<file path="src/rtl/draw_line_arb_if.sv">
// Request/engine bus between two line-command clients, the arbiter and one line engine.
// master = the requesters plus the engine; slave = the arbiter.
interface draw_line_arb_if #(
    parameter int CORDW = 10
);
    logic                    req0_valid;
    logic                    req0_ready;
    logic signed [CORDW-1:0] req0_x0;
    logic signed [CORDW-1:0] req0_y0;
    logic signed [CORDW-1:0] req0_x1;
    logic signed [CORDW-1:0] req0_y1;
    logic                    req0_done;

    logic                    req1_valid;
    logic                    req1_ready;
    logic signed [CORDW-1:0] req1_x0;
    logic signed [CORDW-1:0] req1_y0;
    logic signed [CORDW-1:0] req1_x1;
    logic signed [CORDW-1:0] req1_y1;
    logic                    req1_done;

    logic                    ln_start;
    logic signed [CORDW-1:0] ln_x0;
    logic signed [CORDW-1:0] ln_y0;
    logic signed [CORDW-1:0] ln_x1;
    logic signed [CORDW-1:0] ln_y1;
    logic                    ln_done;

    modport master (
        output req0_valid, req0_x0, req0_y0, req0_x1, req0_y1,
        output req1_valid, req1_x0, req1_y0, req1_x1, req1_y1,
        output ln_done,
        input  req0_ready, req0_done, req1_ready, req1_done,
        input  ln_start, ln_x0, ln_y0, ln_x1, ln_y1
    );

    modport slave (
        input  req0_valid, req0_x0, req0_y0, req0_x1, req0_y1,
        input  req1_valid, req1_x0, req1_y0, req1_x1, req1_y1,
        input  ln_done,
        output req0_ready, req0_done, req1_ready, req1_done,
        output ln_start, ln_x0, ln_y0, ln_x1, ln_y1
    );
endinterface

</file>
<file path="src/rtl/draw_line_arb.sv">
// Round-robin arbiter/sequencer feeding one Bresenham line engine from two clients.
//   state   | meaning
//   S_IDLE  | no command owned; grant/ready active, accepts a command
//   S_START | command latched; ln_start high for this single cycle
//   S_WAIT  | engine running; coordinates held until ln_done
module draw_line_arb #(
    parameter int CORDW = 10
) (
    input  logic                  clk,
    input  logic                  rst,
    draw_line_arb_if.slave        bus,
    output logic                  busy,
    output logic                  owner
);
    typedef enum logic [1:0] {S_IDLE, S_START, S_WAIT} state_t;

    state_t state, state_nxt;

    logic                    last;
    logic                    grant;
    logic                    ready0, ready1, xfer;
    logic                    done0, done1;
    logic                    ln_start;
    logic signed [CORDW-1:0] x0, y0, x1, y1;

    // Exactly one valid wins outright; with both (or neither) valid, favour the non-last one.
    always_comb begin
        grant = ~last;
        if (bus.req0_valid && !bus.req1_valid)
            grant = 1'b0;
        else if (bus.req1_valid && !bus.req0_valid)
            grant = 1'b1;
    end

    always_ff @(posedge clk) begin
        if (rst)
            state <= S_IDLE;
        else
            state <= state_nxt;
    end

    always_comb begin
        state_nxt = state;
        case (state)
            S_IDLE:  if (xfer) state_nxt = S_START;
            S_START: state_nxt = S_WAIT;
            S_WAIT:  if (bus.ln_done) state_nxt = S_IDLE;
            default: state_nxt = S_IDLE;
        endcase
    end

    always_comb begin
        ready0   = (state == S_IDLE) && !grant && bus.req0_valid;
        ready1   = (state == S_IDLE) &&  grant && bus.req1_valid;
        xfer     = ready0 || ready1;
        ln_start = (state == S_START);
        busy     = (state != S_IDLE);
    end

    // Command latch and registered completion pulses.
    always_ff @(posedge clk) begin
        if (rst) begin
            last  <= 1'b1;
            owner <= 1'b0;
            done0 <= 1'b0;
            done1 <= 1'b0;
            x0    <= '0;
            y0    <= '0;
            x1    <= '0;
            y1    <= '0;
        end else begin
            done0 <= (state == S_WAIT) && bus.ln_done && !owner;
            done1 <= (state == S_WAIT) && bus.ln_done &&  owner;
            if (xfer) begin
                owner <= grant;
                last  <= grant;
                x0    <= grant ? bus.req1_x0 : bus.req0_x0;
                y0    <= grant ? bus.req1_y0 : bus.req0_y0;
                x1    <= grant ? bus.req1_x1 : bus.req0_x1;
                y1    <= grant ? bus.req1_y1 : bus.req0_y1;
            end
        end
    end

    assign bus.req0_ready = ready0;
    assign bus.req1_ready = ready1;
    assign bus.req0_done  = done0;
    assign bus.req1_done  = done1;
    assign bus.ln_start   = ln_start;
    assign bus.ln_x0      = x0;
    assign bus.ln_y0      = y0;
    assign bus.ln_x1      = x1;
    assign bus.ln_y1      = y1;
endmodule

</file>
<file path="src/flat_wrapper.sv">
// flat-port wrapper written by rule: the top's interface ports become plain ports
module draw_line_arb_flat 
#(
    parameter int CORDW = 10
)
  (clk, rst, busy, owner, bus_req0_valid, bus_req0_x0, bus_req0_y0, bus_req0_x1, bus_req0_y1, bus_req1_valid, bus_req1_x0, bus_req1_y0, bus_req1_x1, bus_req1_y1, bus_ln_done, bus_req0_ready, bus_req0_done, bus_req1_ready, bus_req1_done, bus_ln_start, bus_ln_x0, bus_ln_y0, bus_ln_x1, bus_ln_y1);
  draw_line_arb_if #(.CORDW(CORDW)) bus_i ();
  input  logic clk;
  input  logic rst;
  output logic busy;
  output logic owner;
  input wire logic [$bits(bus_i.req0_valid)-1:0] bus_req0_valid;
  input wire logic [$bits(bus_i.req0_x0)-1:0] bus_req0_x0;
  input wire logic [$bits(bus_i.req0_y0)-1:0] bus_req0_y0;
  input wire logic [$bits(bus_i.req0_x1)-1:0] bus_req0_x1;
  input wire logic [$bits(bus_i.req0_y1)-1:0] bus_req0_y1;
  input wire logic [$bits(bus_i.req1_valid)-1:0] bus_req1_valid;
  input wire logic [$bits(bus_i.req1_x0)-1:0] bus_req1_x0;
  input wire logic [$bits(bus_i.req1_y0)-1:0] bus_req1_y0;
  input wire logic [$bits(bus_i.req1_x1)-1:0] bus_req1_x1;
  input wire logic [$bits(bus_i.req1_y1)-1:0] bus_req1_y1;
  input wire logic [$bits(bus_i.ln_done)-1:0] bus_ln_done;
  output wire logic [$bits(bus_i.req0_ready)-1:0] bus_req0_ready;
  output wire logic [$bits(bus_i.req0_done)-1:0] bus_req0_done;
  output wire logic [$bits(bus_i.req1_ready)-1:0] bus_req1_ready;
  output wire logic [$bits(bus_i.req1_done)-1:0] bus_req1_done;
  output wire logic [$bits(bus_i.ln_start)-1:0] bus_ln_start;
  output wire logic [$bits(bus_i.ln_x0)-1:0] bus_ln_x0;
  output wire logic [$bits(bus_i.ln_y0)-1:0] bus_ln_y0;
  output wire logic [$bits(bus_i.ln_x1)-1:0] bus_ln_x1;
  output wire logic [$bits(bus_i.ln_y1)-1:0] bus_ln_y1;
  assign bus_i.req0_valid = bus_req0_valid;
  assign bus_i.req0_x0 = bus_req0_x0;
  assign bus_i.req0_y0 = bus_req0_y0;
  assign bus_i.req0_x1 = bus_req0_x1;
  assign bus_i.req0_y1 = bus_req0_y1;
  assign bus_i.req1_valid = bus_req1_valid;
  assign bus_i.req1_x0 = bus_req1_x0;
  assign bus_i.req1_y0 = bus_req1_y0;
  assign bus_i.req1_x1 = bus_req1_x1;
  assign bus_i.req1_y1 = bus_req1_y1;
  assign bus_i.ln_done = bus_ln_done;
  assign bus_req0_ready = bus_i.req0_ready;
  assign bus_req0_done = bus_i.req0_done;
  assign bus_req1_ready = bus_i.req1_ready;
  assign bus_req1_done = bus_i.req1_done;
  assign bus_ln_start = bus_i.ln_start;
  assign bus_ln_x0 = bus_i.ln_x0;
  assign bus_ln_y0 = bus_i.ln_y0;
  assign bus_ln_x1 = bus_i.ln_x1;
  assign bus_ln_y1 = bus_i.ln_y1;
  draw_line_arb #(.CORDW(CORDW)) u_core (.clk(clk), .rst(rst), .bus(bus_i), .busy(busy), .owner(owner));
endmodule
</file>
<file path="config.mk">
export PLATFORM = sky130hd
export DESIGN_NAME = draw_line_arb_flat
export DESIGN_NICKNAME = d
export VERILOG_FILES = /design/src/rtl/draw_line_arb_if.sv /design/src/rtl/draw_line_arb.sv /design/src/flat_wrapper.sv
export SDC_FILE = /design/constraint.sdc
export NUM_CORES = 1
export LEC_CHECK = 0
export BUFFER_PORTS_ARGS = -buffer_cell sky130_fd_sc_hd__clkbuf_2
export CELL_PAD_IN_SITES_DETAIL_PLACEMENT = 1
export CELL_PAD_IN_SITES_GLOBAL_PLACEMENT = 2
export CORE_MARGIN = 2
export CORE_UTILIZATION = 26
export CTS_BUF_LIST = sky130_fd_sc_hd__clkbuf_8 sky130_fd_sc_hd__clkbuf_16
export DETAILED_ROUTE_END_ITERATION = 12
export GPL_TIMING_DRIVEN = 0
export PLACE_DENSITY = 0.9
export SYNTH_ARGS = -nofsm -noshare
export SYNTH_HDL_FRONTEND = slang
export SYNTH_SLANG_ARGS = --single-unit
</file>
<file path="constraint.sdc">
create_clock -name clk -period 3.1 [get_ports clk]
set_clock_uncertainty 0.05 [all_clocks]
set_input_delay 0.155 -clock clk [delete_from_list [all_inputs] [get_ports clk]]
set_output_delay 0.155 -clock clk [all_outputs]
set_load 0.01 [all_outputs]
</file>
Yosys cells after proc, flatten, opt, wreduce, memory -nomap -nowiden
Cells that the tools add are included.
W data, S select, Z words.

storage, ports and cells
  bits of input ports = 85
  flip-flop bits (word level) = 46
  output and inout port bits = 47
  word-level logic and storage cells = 40

operators by class
  mux-type cells = 9
  bitwise operators = 1
  eq/ne operators = 4
  reduce and logical (&&, ||, !) cells = 17

operators by type and width
  cell                  number
  $mux W10              4
  $logic_and A1 B1 Y1   9
  $pmux W2 S3           1
  $logic_not A1 Y1      4
  $mux W2               2
  $eq A2 B1 Y1 const B  1
  $eq A2 B2 Y1 const B  1
  $logic_not A2 Y1      1
  $mux W1               2
  $ne A2 B1 Y1 const B  1
  $ne A2 B2 Y1 const B  1
  $reduce_and A2 Y1     1
  $reduce_bool A2 Y1    1
  $logic_or A1 B1 Y1    1
  $not A1 Y1            1

Depth between registers and ports, before layout
Gate-level depths: netlist (run 1).

  word-level depth = 10
  mapped depth = 6
  gate-level depth less buffers = 4

Worst setup path after synthesis (run 1)
Ideal clock, no wire load.

  path kind = register to register
  start point = register u_core.state[1]
  end point = register u_core.x0[0], in the netlist u_core.bus.ln_x0[0]
  setup time = 0.134 ns
  data required time = 2.916 ns
  buffers on the path = 1
  period minus slack after synthesis = 1.365 ns
  data arrival time = 1.182 ns
  stages on the path, launching flop included = 6
  slack = 1.735 ns
  cells stage by stage = dfxtp_1 -> nor2_4 -> inv_2 -> clkbuf_1 -> a2111oi_0 -> nor4_1

on the way
  cells in the longest elaborated chain, start to end = 4
  elaborated cells on any way between the ends = 6
  those cells by class = reduce/logical: 6

RTL lines
  element                                                     RTL line                                  source
  start, declared                                             draw_line_arb.sv:17                       state_t state, state_nxt;
  start signal, assigned                                      draw_line_arb.sv:39                       state <= state_nxt;
  $logic_not A2 Y1 *                                          draw_line_arb.sv:53, draw_line_arb.sv:54
  $logic_and A1 B1 Y1, on equally long branches (2 in a row)  draw_line_arb.sv:53, draw_line_arb.sv:54
  $logic_or A1 B1 Y1 *                                        draw_line_arb.sv:55                       xfer = ready0 || ready1;
  end signal, assigned                                        draw_line_arb.sv:77                       x0 <= grant ? bus.req1_x0 : bus.req0_x0;
  end, declared                                               draw_line_arb.sv:24                       logic signed [CORDW-1:0] x0, y0, x1, y1;

Every way passes the cells marked *; elsewhere a longest branch is shown, timed or not.
A chain may end at the register's enable or synchronous reset.

Final worst setup path (run 1)
  start point = register u_core.state[1]
  end point = output bus_req1_ready

on the way
  cells in the longest elaborated chain, start to end = 3

RTL lines
  element                           RTL line             source
  $logic_not A2 Y1                  draw_line_arb.sv:54  ready1 = (state == S_IDLE) && grant && bus.req1_valid;
  $logic_and A1 B1 Y1 (2 in a row)  draw_line_arb.sv:54
  end, declared                     flat_wrapper.sv:25   output wire logic [$bits(bus_i.req1_ready)-1:0] bus_req1_ready;

Every way passes these cells.

==> reports/qor.csv, run 1 <==
metric;value;unit
drt_wl_total;10.6;mm
place_hpwl;7.48;mm
ctsHtreeMaxLevel;2;
ant_nets;0;
ys_async_sr_fraction;0;
ys_seq_area_frac;0.382;
cts-root-buf;clkbuf_8;
yosys.area.top_type;dfxtp_1;
cts_buffer_depth;2;
syn_to_final_growth;36.1;%
core_region_area;0.00911;mm2
clk_pin_slew;0.09;ns
ctsHoldBuffers;0;
io_buffer_count;128;
synth_most_common_cell;a2111oi_0;
hold_ws;0.0883;ns
fin_nets;499;
synth_nets;364;
critPathKind;reg2out;
syn_inst;279;
ir_drop;0.207;mV
p_int;1.03;mW
grt_max_degree;14;
insertion_delay;0.30;ns
vias;3061;
synth_cell_types;20;
arrival;1.80;ns
p_seq_frac;0.440;
gp_congestion;0.787;
drc_errors;0;
worst_pin_slew;0.544;ns
clock_sinks;46;
drive_gt1_frac;0.371;
outcome;complete, no violations;
ys_ff_latch;46;
grt_usage;0.205;
slew_headroom;0.628;
cap_violations;0;
fp.dieH;100;um
antenna_found_initial;0;
hold_viol;0;
sw_frac_of_total;0.360;
p_clk_frac;0.247;
fin_tns_setup;0;ns
min_period;2.01;ns
synth_top_area_share;0.382;
vias_per_cell;5.82;
period_share;0.648;
path_max_fanout;10;
hold_path.class;in2reg;
synth_area;0.00241;mm2
antenna_cells;0;
grt_pass1_wl;16.2;mm
slew_violations;0;
cp-end-kind;output port;
die_area;0.0101;mm2
final_util;0.360;
cts.repair.resized;0;
rsz0062_at_grt;false;
detail_route.wl_per_cell;20.1;um
drt_pass1_iterations;4;
drt_iter0_drc;90;
power.density;489;mW/mm2
share_comb_of_total_power;0.313;
ys_warn_count;0;
p_leak;1.31;nW
cts_buffers;5;
grt_pass1_vias;3090;
finalSetupViolCount;0;
cts_tree;built;
synth_commonest_cells;a2111oi_0 (80), dfxtp_1 (46), a21oi_1 (42), nor4_1 (40), clkbuf_1 (34);
cp_data_required_time;2.89;ns
start_kind;flop;
ys.flop_type;dfxtp_1;
initial_core_util;0.265;
power;1.60;mW
synth_area_per_cell;8.64;um2
overflow;0;
post-cts-setup-buffers;0;
die_w;100;um
switchingPower;0.578;mW
synthTopCellsByArea;dfxtp_1 (38%), a2111oi_0 (29%), nor4_1 (10%);
rows;35;
max_freq;498;MHz
ios;132;
synth_edf_count;0;
-- routing by layer --
metal / vias to the layer above / routed length, um / global-route usage
met4: 0 / 58 / 0.0506
li1: 1442 / - / -
met3: 5 / 638 / 0.0397
met2: 114 / 4990 / 0.332
met5: - / 0 / 0
met1: 1500 / 4900 / 0.279
-- cells by family after synthesis --
kind of cell	Yosys count	synth area share
compound gates	124	0.385
simple gates	55	0.142
flops	46	0.382
buf+inv	54	0.0918
-- registers in the layout, indices dropped and copies added, names as in the netlist --
signal / count
u_core.bus.ln_y1: 10
u_core.last: 1
u_core.bus.ln_y0: 10
u_core.state: 2
u_core.bus.ln_x1: 10
u_core.bus.req0_done: 1
u_core.bus.req1_done: 1
u_core.owner: 1
u_core.bus.ln_x0: 10
-- worst max-delay path, stage by stage (launching register included) --
cell	delay, ns
dfxtp_1	0.36
nor2_4	0.25
clkbuf_1	0.41
nand2_1	0.14
a21oi_1	0.17
clkbuf_2	0.16
-- power groups by stage --
stage	clock network, mW	logic (mW)	registers [mW]
detailed placement	0	0.502	0.719
CTS	0.405	0.504	0.706
floorplan	0	0.244	0.744
global route	0.431	0.556	0.714
finish	0.396	0.503	0.706
global placement	0	0.492	0.718
-- through the flow --
stage          instances  cell area (um2)  setup slack (ns)
6_report             526             3280              1.09
5_1_grt              526             3280             0.934
4_1_cts              526             3280              1.08
3_5_place_dp         518             3190              1.36
3_3_place_gp         518             3190              1.37
2_1_floorplan        279             2410              1.73
-- final cells by class --
cell class / instances / area, um2
buffer: 49 / 203
timing repair buffer: 128 / 641
tap: 111 / 139
clock inverter: 2 / 8.76
clock buffer: 6 / 82.6
inverter: 5 / 18.8
sequential: 46 / 921
fill: 1144 / 5830
multi-input combinational: 179 / 1270
-- layout by cell type (no fill, tap or decap), drive strengths merged, types with 2 or more instances in the layout --
master   count
a2111oi     80
a21oi       42
buf         15
clkbuf     168
dfxtp       46
inv          6
nand2        3
nor2         4
nor2b        2
nor4        40
-- final timing paths --
check,slack [ns],cells after the start,startpoint,end
min reg2reg,0.44,1,u_core.owner,u_core.bus.req0_done
max reg2reg,1.32,5,u_core.last,u_core.bus.ln_x1[6]
min,0.09,4,bus_ln_done,u_core.state[1]
max,1.09,5,u_core.state[1],bus_req1_ready
Note: power is estimated with default switching activity, not from simulation.
==> run 2, diff against run 1 <==
--- a/config.mk
+++ b/config.mk
@@ -9,11 +9,11 @@
 export CELL_PAD_IN_SITES_DETAIL_PLACEMENT = 1
 export CELL_PAD_IN_SITES_GLOBAL_PLACEMENT = 2
 export CORE_MARGIN = 2
-export CORE_UTILIZATION = 26
+export CORE_UTILIZATION = 22
 export CTS_BUF_LIST = sky130_fd_sc_hd__clkbuf_8 sky130_fd_sc_hd__clkbuf_16
 export DETAILED_ROUTE_END_ITERATION = 12
 export GPL_TIMING_DRIVEN = 0
-export PLACE_DENSITY = 0.9
+export PLACE_DENSITY = 0.81
 export SYNTH_ARGS = -nofsm -noshare
 export SYNTH_HDL_FRONTEND = slang
 export SYNTH_SLANG_ARGS = --single-unit
==> constraint.sdc (replaced) <==
create_clock -name clk -period 1.7 [get_ports clk]
set_clock_uncertainty 0.05 [all_clocks]
set_input_delay 0.085 -clock clk [delete_from_list [all_inputs] [get_ports clk]]
set_output_delay 0.085 -clock clk [all_outputs]
set_load 0.01 [all_outputs]
==> reports/qor.csv, run 2 (synthesis results as in run 1) <==
metric;value;unit;change
start_kind;flop;;unchanged
multi_input_area;0.00157;mm2;was 0.00127 mm2
drt_iter0_drc;142;;was 90
layout_setup_ws;-0.00766;ns;was 1.09 ns
slew_violations;0;;unchanged
violations;setup timing;;
ir_drop;0.282;mV;was 0.207 mV
vias;3060;;was 3,061
grt_usage;0.186;;was 0.205
cts_buffers;5;;unchanged
min_period;1.71;ns;
finalSetupViolCount;1;;was 0
instances_no_fill;556;;was 526
die_area;0.0118;mm2;was 0.0101 mm2
critPathKind;reg2reg;;was reg2out
ff2ff_setup_slack;-0.008;ns;was 1.32 ns
cp_data_required_time;1.83;ns;was 2.89 ns
grt_max_degree;14;;unchanged
cts-root-buf;clkbuf_8;;unchanged
ctsHoldBuffers;0;;unchanged
ant_nets;0;;unchanged
ctsHtreeMaxLevel;2;;unchanged
crit_path_top_delay_cell;a2111oi_1;;was clkbuf_1
path_max_fanout;10;;unchanged
arrival;1.83;ns;was 1.80 ns
cts_tree;built;;unchanged
seq_area;921;um2;unchanged
crit_family;compound AO/OA/AOI/OAI gates;;was buffers and inverters
worst_pin_slew;0.829;ns;was 0.544 ns
crit_chain;nor2_4, inv_4, clkbuf_4, a2111oi_1, nor4_1;;was nor2_4, clkbuf_1, nand2_1, a21oi_1, clkbuf_2
hold_path.class;in2reg;;unchanged
rows;38;;was 35
power.density;854;mW/mm2;was 489 mW/mm2
cts_buffer_depth;2;;unchanged
antenna_found_initial;0;;unchanged
outcome;complete, but fails checks;;was complete, no violations
max_freq;586;MHz;
place_ws;-0.0979;ns;was 1.36 ns
fill_cells;1353;;was 1,144
clock_sinks;46;;unchanged
initial_core_util;0.224;;was 0.265
cap_violations;0;;unchanged
detail_route.wl_per_cell;20.3;um;was 20.1 um
drt_wl_total;11.3;mm;was 10.6 mm
io_buffer_count;128;;unchanged
vias_per_cell;5.50;;was 5.82
insertion_delay;0.31;ns;was 0.30 ns
grt_pass1_wl;16.8;mm;was 16.2 mm
syn_to_final_growth;52.5;%;was 36.1%
overflow;0;;unchanged
p_leak;1.39;nW;was 1.31 nW
grt_pass1_vias;3192;;was 3,090
final_cell_mix;clkbuf_2 (136), dfxtp_1 (46), a21oi_1 (40), nor4_1 (40), a2111oi_2 (35);;was clkbuf_2 (128), a2111oi_0 (80), dfxtp_1 (46), a21oi_1 (42), nor4_1 (40)
hold_ws;0.0173;ns;was 0.0883 ns
drc_errors;0;;unchanged
clk_pin_slew;0.09;ns;about the same
antenna_cells;0;;unchanged
drive_gt1_frac;0.495;;was 0.371
final_util;0.342;;was 0.360
ios;132;;unchanged
rsz0062_at_grt;true;;was false
placed_cells;547;;was 518
worst-path-buf-inv;2;;unchanged
place_hpwl;7.90;mm;was 7.48 mm
fp.dieH;109;um;was 100 um
fin_nets;500;;was 499
core_region_area;0.0107;mm2;was 0.00911 mm2
hold_viol;0;;unchanged
slew_headroom;0.447;;was 0.628
design_area;0.00368;mm2;was 0.00328 mm2
drt_pass1_iterations;9;;was 4
cp-end-kind;flop;;was output port
die_w;109;um;was 100 um
period_share;1.00;;
gp_congestion;0.754;;was 0.787
dpl-instance-area;0.00323;mm2;was 0.00319 mm2
layout_commonest_cell;clkbuf_2;;unchanged
critical-path-max-stage-delay;0.44;ns;was 0.41 ns
-- run 2: path summary, 6_finish.rpt --
path                    from                    to  depth (start not counted)
max          u_core.state[1]   u_core.bus.ln_x0[1]                          5
max reg2reg  u_core.state[1]   u_core.bus.ln_x0[1]                          5
min              bus_ln_done       u_core.state[1]                          4
min reg2reg     u_core.owner  u_core.bus.req0_done                          1
-- run 2: area by class of cell --
type                       instances  share of cell area
clock buffer                       6              0.0225
inverter                           5             0.00579
multi-input combinational        179               0.428
buffer                            47              0.0633
sequential                        46               0.251
timing repair buffer             131               0.180
clock inverter                     2             0.00238
tap                              140              0.0477
-- run 2: repair_timing --
action | in CTS | in global routing
pin swaps | 1 | 1
setup endpoints to repair | 21 | 43
setup buffers | 2 | 1
resized for setup | 19 | 121
-- run 2: stage by stage --
step / setup TNS (ns) / power, mW
floorplan: 0 / 1.80
global placement: -0.205 / 2.22
detailed placement: -0.735 / 2.24
CTS: -0.0253 / 3.02
global route: -1.37 / 3.33
finish: -0.00766 / 3.14
-- run 2: layer usage --
layer | global-route usage | vias to the layer above | wire [um]
li1 | - | 1449 | -
met1 | 0.246 | 1514 | 5150
met2 | 0.309 | 85 | 5560
met3 | 0.0305 | 12 | 448
met4 | 0.0577 | 0 | 139
met5 | 0 | - | 0
-- run 2: worst register-to-register path: cells and delay by family, from the launching register on --
family / cells / cell delay, ns
compound gates: 1 / 0.44
buf+inv: 2 / 0.34
flops: 1 / 0.37
simple gates: 2 / 0.37
-- run 2: where the power goes --
group	switching, mW	internal (mW)	leakage, nW
sequential	0.0789	1.21	0.382
clock	0.407	0.324	0.0524
combinational	0.693	0.427	0.951
total	1.18	1.96	1.39
==> run 3, diff against run 2 <==
--- a/config.mk
+++ b/config.mk
@@ -9,11 +9,13 @@
 export CELL_PAD_IN_SITES_DETAIL_PLACEMENT = 1
 export CELL_PAD_IN_SITES_GLOBAL_PLACEMENT = 2
 export CORE_MARGIN = 2
-export CORE_UTILIZATION = 22
+export CORE_UTILIZATION = 24
 export CTS_BUF_LIST = sky130_fd_sc_hd__clkbuf_8 sky130_fd_sc_hd__clkbuf_16
 export DETAILED_ROUTE_END_ITERATION = 12
 export GPL_TIMING_DRIVEN = 0
-export PLACE_DENSITY = 0.81
+export MAX_ROUTING_LAYER = met4
+export PLACE_DENSITY = 0.84
+export SLEW_MARGIN = 20
 export SYNTH_ARGS = -nofsm -noshare
 export SYNTH_HDL_FRONTEND = slang
 export SYNTH_SLANG_ARGS = --single-unit
==> constraint.sdc (replaced) <==
create_clock -name clk -period 1.8 [get_ports clk]
set_clock_uncertainty 0.05 [all_clocks]
set_input_delay 0.09 -clock clk [delete_from_list [all_inputs] [get_ports clk]]
set_output_delay 0.09 -clock clk [all_outputs]
set_load 0.01 [all_outputs]
==> reports/qor.csv, run 3 (synthesis results as in run 1) <==
metric;value;unit;change
place_hpwl;7.71;mm;was 7.90 mm
ff2ff_setup_slack;0.06;ns;was -0.008 ns
drc_errors;0;;unchanged
overflow;0;;unchanged
fp.dieH;104;um;was 109 um
dpl-instance-area;0.00322;mm2;was 0.00323 mm2
worst-path-buf-inv;3;;was 2
cap_violations;0;;unchanged
ios;132;;unchanged
cts-root-buf;clkbuf_8;;unchanged
ctsHoldBuffers;0;;unchanged
hold_path.class;in2reg;;unchanged
ctsHtreeMaxLevel;2;;unchanged
final_cell_mix;clkbuf_2 (130), a2111oi_0 (58), dfxtp_1 (46), a21oi_1 (42), nor4_1 (40);;was clkbuf_2 (136), dfxtp_1 (46), a21oi_1 (40), nor4_1 (40), a2111oi_2 (35)
clk_pin_slew;0.10;ns;was 0.09 ns
clock_sinks;46;;unchanged
grt_pass1_wl;17.4;mm;was 16.8 mm
critical-path-max-stage-delay;0.49;ns;was 0.44 ns
arrival;1.86;ns;was 1.83 ns
worst_pin_slew;0.561;ns;was 0.829 ns
cp_data_required_time;1.92;ns;was 1.83 ns
crit_path_top_delay_cell;a2111oi_0;;was a2111oi_1
die_area;0.0109;mm2;was 0.0118 mm2
rsz0062_at_grt;true;;unchanged
grt_max_degree;15;;was 14
p_int;1.89;mW;was 1.96 mW
grt_usage;0.205;;was 0.186
min_period;1.74;ns;was 1.71 ns
critPathKind;reg2reg;;unchanged
design_area;0.00338;mm2;was 0.00368 mm2
io_buffer_count;128;;unchanged
p_leak;1.33;nW;was 1.39 nW
antenna_found_initial;0;;unchanged
finalSetupViolCount;0;;was 1
cp-end-kind;flop;;unchanged
vias_per_cell;5.59;;was 5.50
crit_family;buffers and inverters;;was compound AO/OA/AOI/OAI gates
switchingPower;1.03;mW;was 1.18 mW
insertion_delay;0.30;ns;was 0.31 ns
grt_pass1_vias;3239;;was 3,192
power.density;864;mW/mm2;was 854 mW/mm2
vias;3071;;was 3,060
critPathLaunch;u_core.last;;was u_core.state[1]
antenna_cells;0;;unchanged
drt_wl_total;10.9;mm;was 11.3 mm
max_freq;575;MHz;was 586 MHz
sw_frac_of_total;0.352;;was 0.376
core_region_area;0.00977;mm2;was 0.0107 mm2
ir_drop;0.337;mV;was 0.282 mV
share_comb_of_total_power;0.309;;was 0.357
rows;36;;was 38
cts_tree;built;;unchanged
ant_nets;0;;unchanged
rr_startpoint;u_core.last;;was u_core.state[1]
path_max_fanout;10;;unchanged
slew_violations;0;;unchanged
cts_buffers;5;;unchanged
drive_gt1_frac;0.387;;was 0.495
start_kind;flop;;unchanged
outcome;complete, no violations;;was complete, but fails checks
p_clk_frac;0.275;;was 0.233
period_share;0.966;;was 1.00
min-delay-start;bus_ln_done;;unchanged
layout_commonest_cell;clkbuf_2;;unchanged
syn_to_final_growth;40.1;%;was 52.5%
drt_pass1_iterations;4;;was 9
crit_chain;buf_2, inv_1, clkbuf_1, a2111oi_0, nor4_1;;was nor2_4, inv_4, clkbuf_4, a2111oi_1, nor4_1
hold_viol;0;;unchanged
initial_core_util;0.247;;was 0.224
die_w;104;um;was 109 um
drt_iter0_drc;113;;was 142
slew_headroom;0.626;;was 0.447
gp_congestion;0.769;;was 0.754
detail_route.wl_per_cell;19.9;um;was 20.3 um
fin_nets;500;;unchanged
p_seq_frac;0.416;;was 0.410
cts_buffer_depth;2;;unchanged
hold_ws;0.0279;ns;was 0.0173 ns
==> run 3: metrics by stage <==
stage	instances	setup TNS, ns	total power [mW]	setup WS [ns]	utilization
after CTS	548	0	2.92	0.0175	0.341
after global placement	540	0	2.10	0.0518	0.329
after detailed placement	540	-0.00444	2.11	-0.00444	0.329
final	549	0	2.92	0.0613	0.346
after floorplan	279	0	1.70	0.435	-
after global routing	549	-0.495	3.09	-0.0579	0.346
==> run 3: per-layer routing <==
layer / global-route usage / part of all wire / up-vias
met2: 0.333 / 0.47 / 121
met4: 0.0338 / 0.0073 / 0
met3: 0.0370 / 0.061 / 7
met1: 0.270 / 0.46 / 1492
li1: - / - / 1451
met5: - / 0 / -
==> run 3: worst reg2reg max path, delay by kind of cell (launching register included) <==
kind	cells	cell delay [ns]
and+or+nand+nor	1	0.12
AOI/OAI and AO/OA	1	0.50
DFF	1	0.33
buffers and inverters	3	0.61
==> run 3: power groups by stage <==
| stage | clock [mW] | sequential (mW) | combinational (mW) |
|---|---|---|---|
| after global placement | 0 | 1.24 | 0.861 |
| final | 0.801 | 1.21 | 0.902 |
| after floorplan | 0 | 1.28 | 0.420 |
| after CTS | 0.824 | 1.21 | 0.884 |
| after detailed placement | 0 | 1.24 | 0.875 |
| after global routing | 0.859 | 1.23 | 1.00 |
==> run 3: cell type report <==
| cell class | instances | area [um2] |
|---|---|---|
| clock inverters | 3 | 40.0 |
| inverters | 5 | 18.8 |
| multi-input cells | 179 | 1310 |
| fillers | 1211 | 6400 |
| flip-flops and latches | 46 | 921 |
| clock buffers | 5 | 68.8 |
| well taps | 133 | 166 |
| repair buffers | 129 | 648 |
| plain buffers | 49 | 209 |
==> run 3: worst paths after layout <==
check | to | cells after the start
worst max register to register | u_core.bus.ln_y0[6] | 5
worst min-delay path | u_core.state[1] | 4
worst max-delay path | u_core.bus.ln_y0[6] | 5
worst min register to register | u_core.bus.req0_done | 1
==> run 3: repair_timing <==
item / CTS / global route
pin swaps: 0 / 1
cloned: 0 / 0
resized for setup: 3 / 28
setup endpoints to repair: 2 / 36
setup buffers: 0 / 1
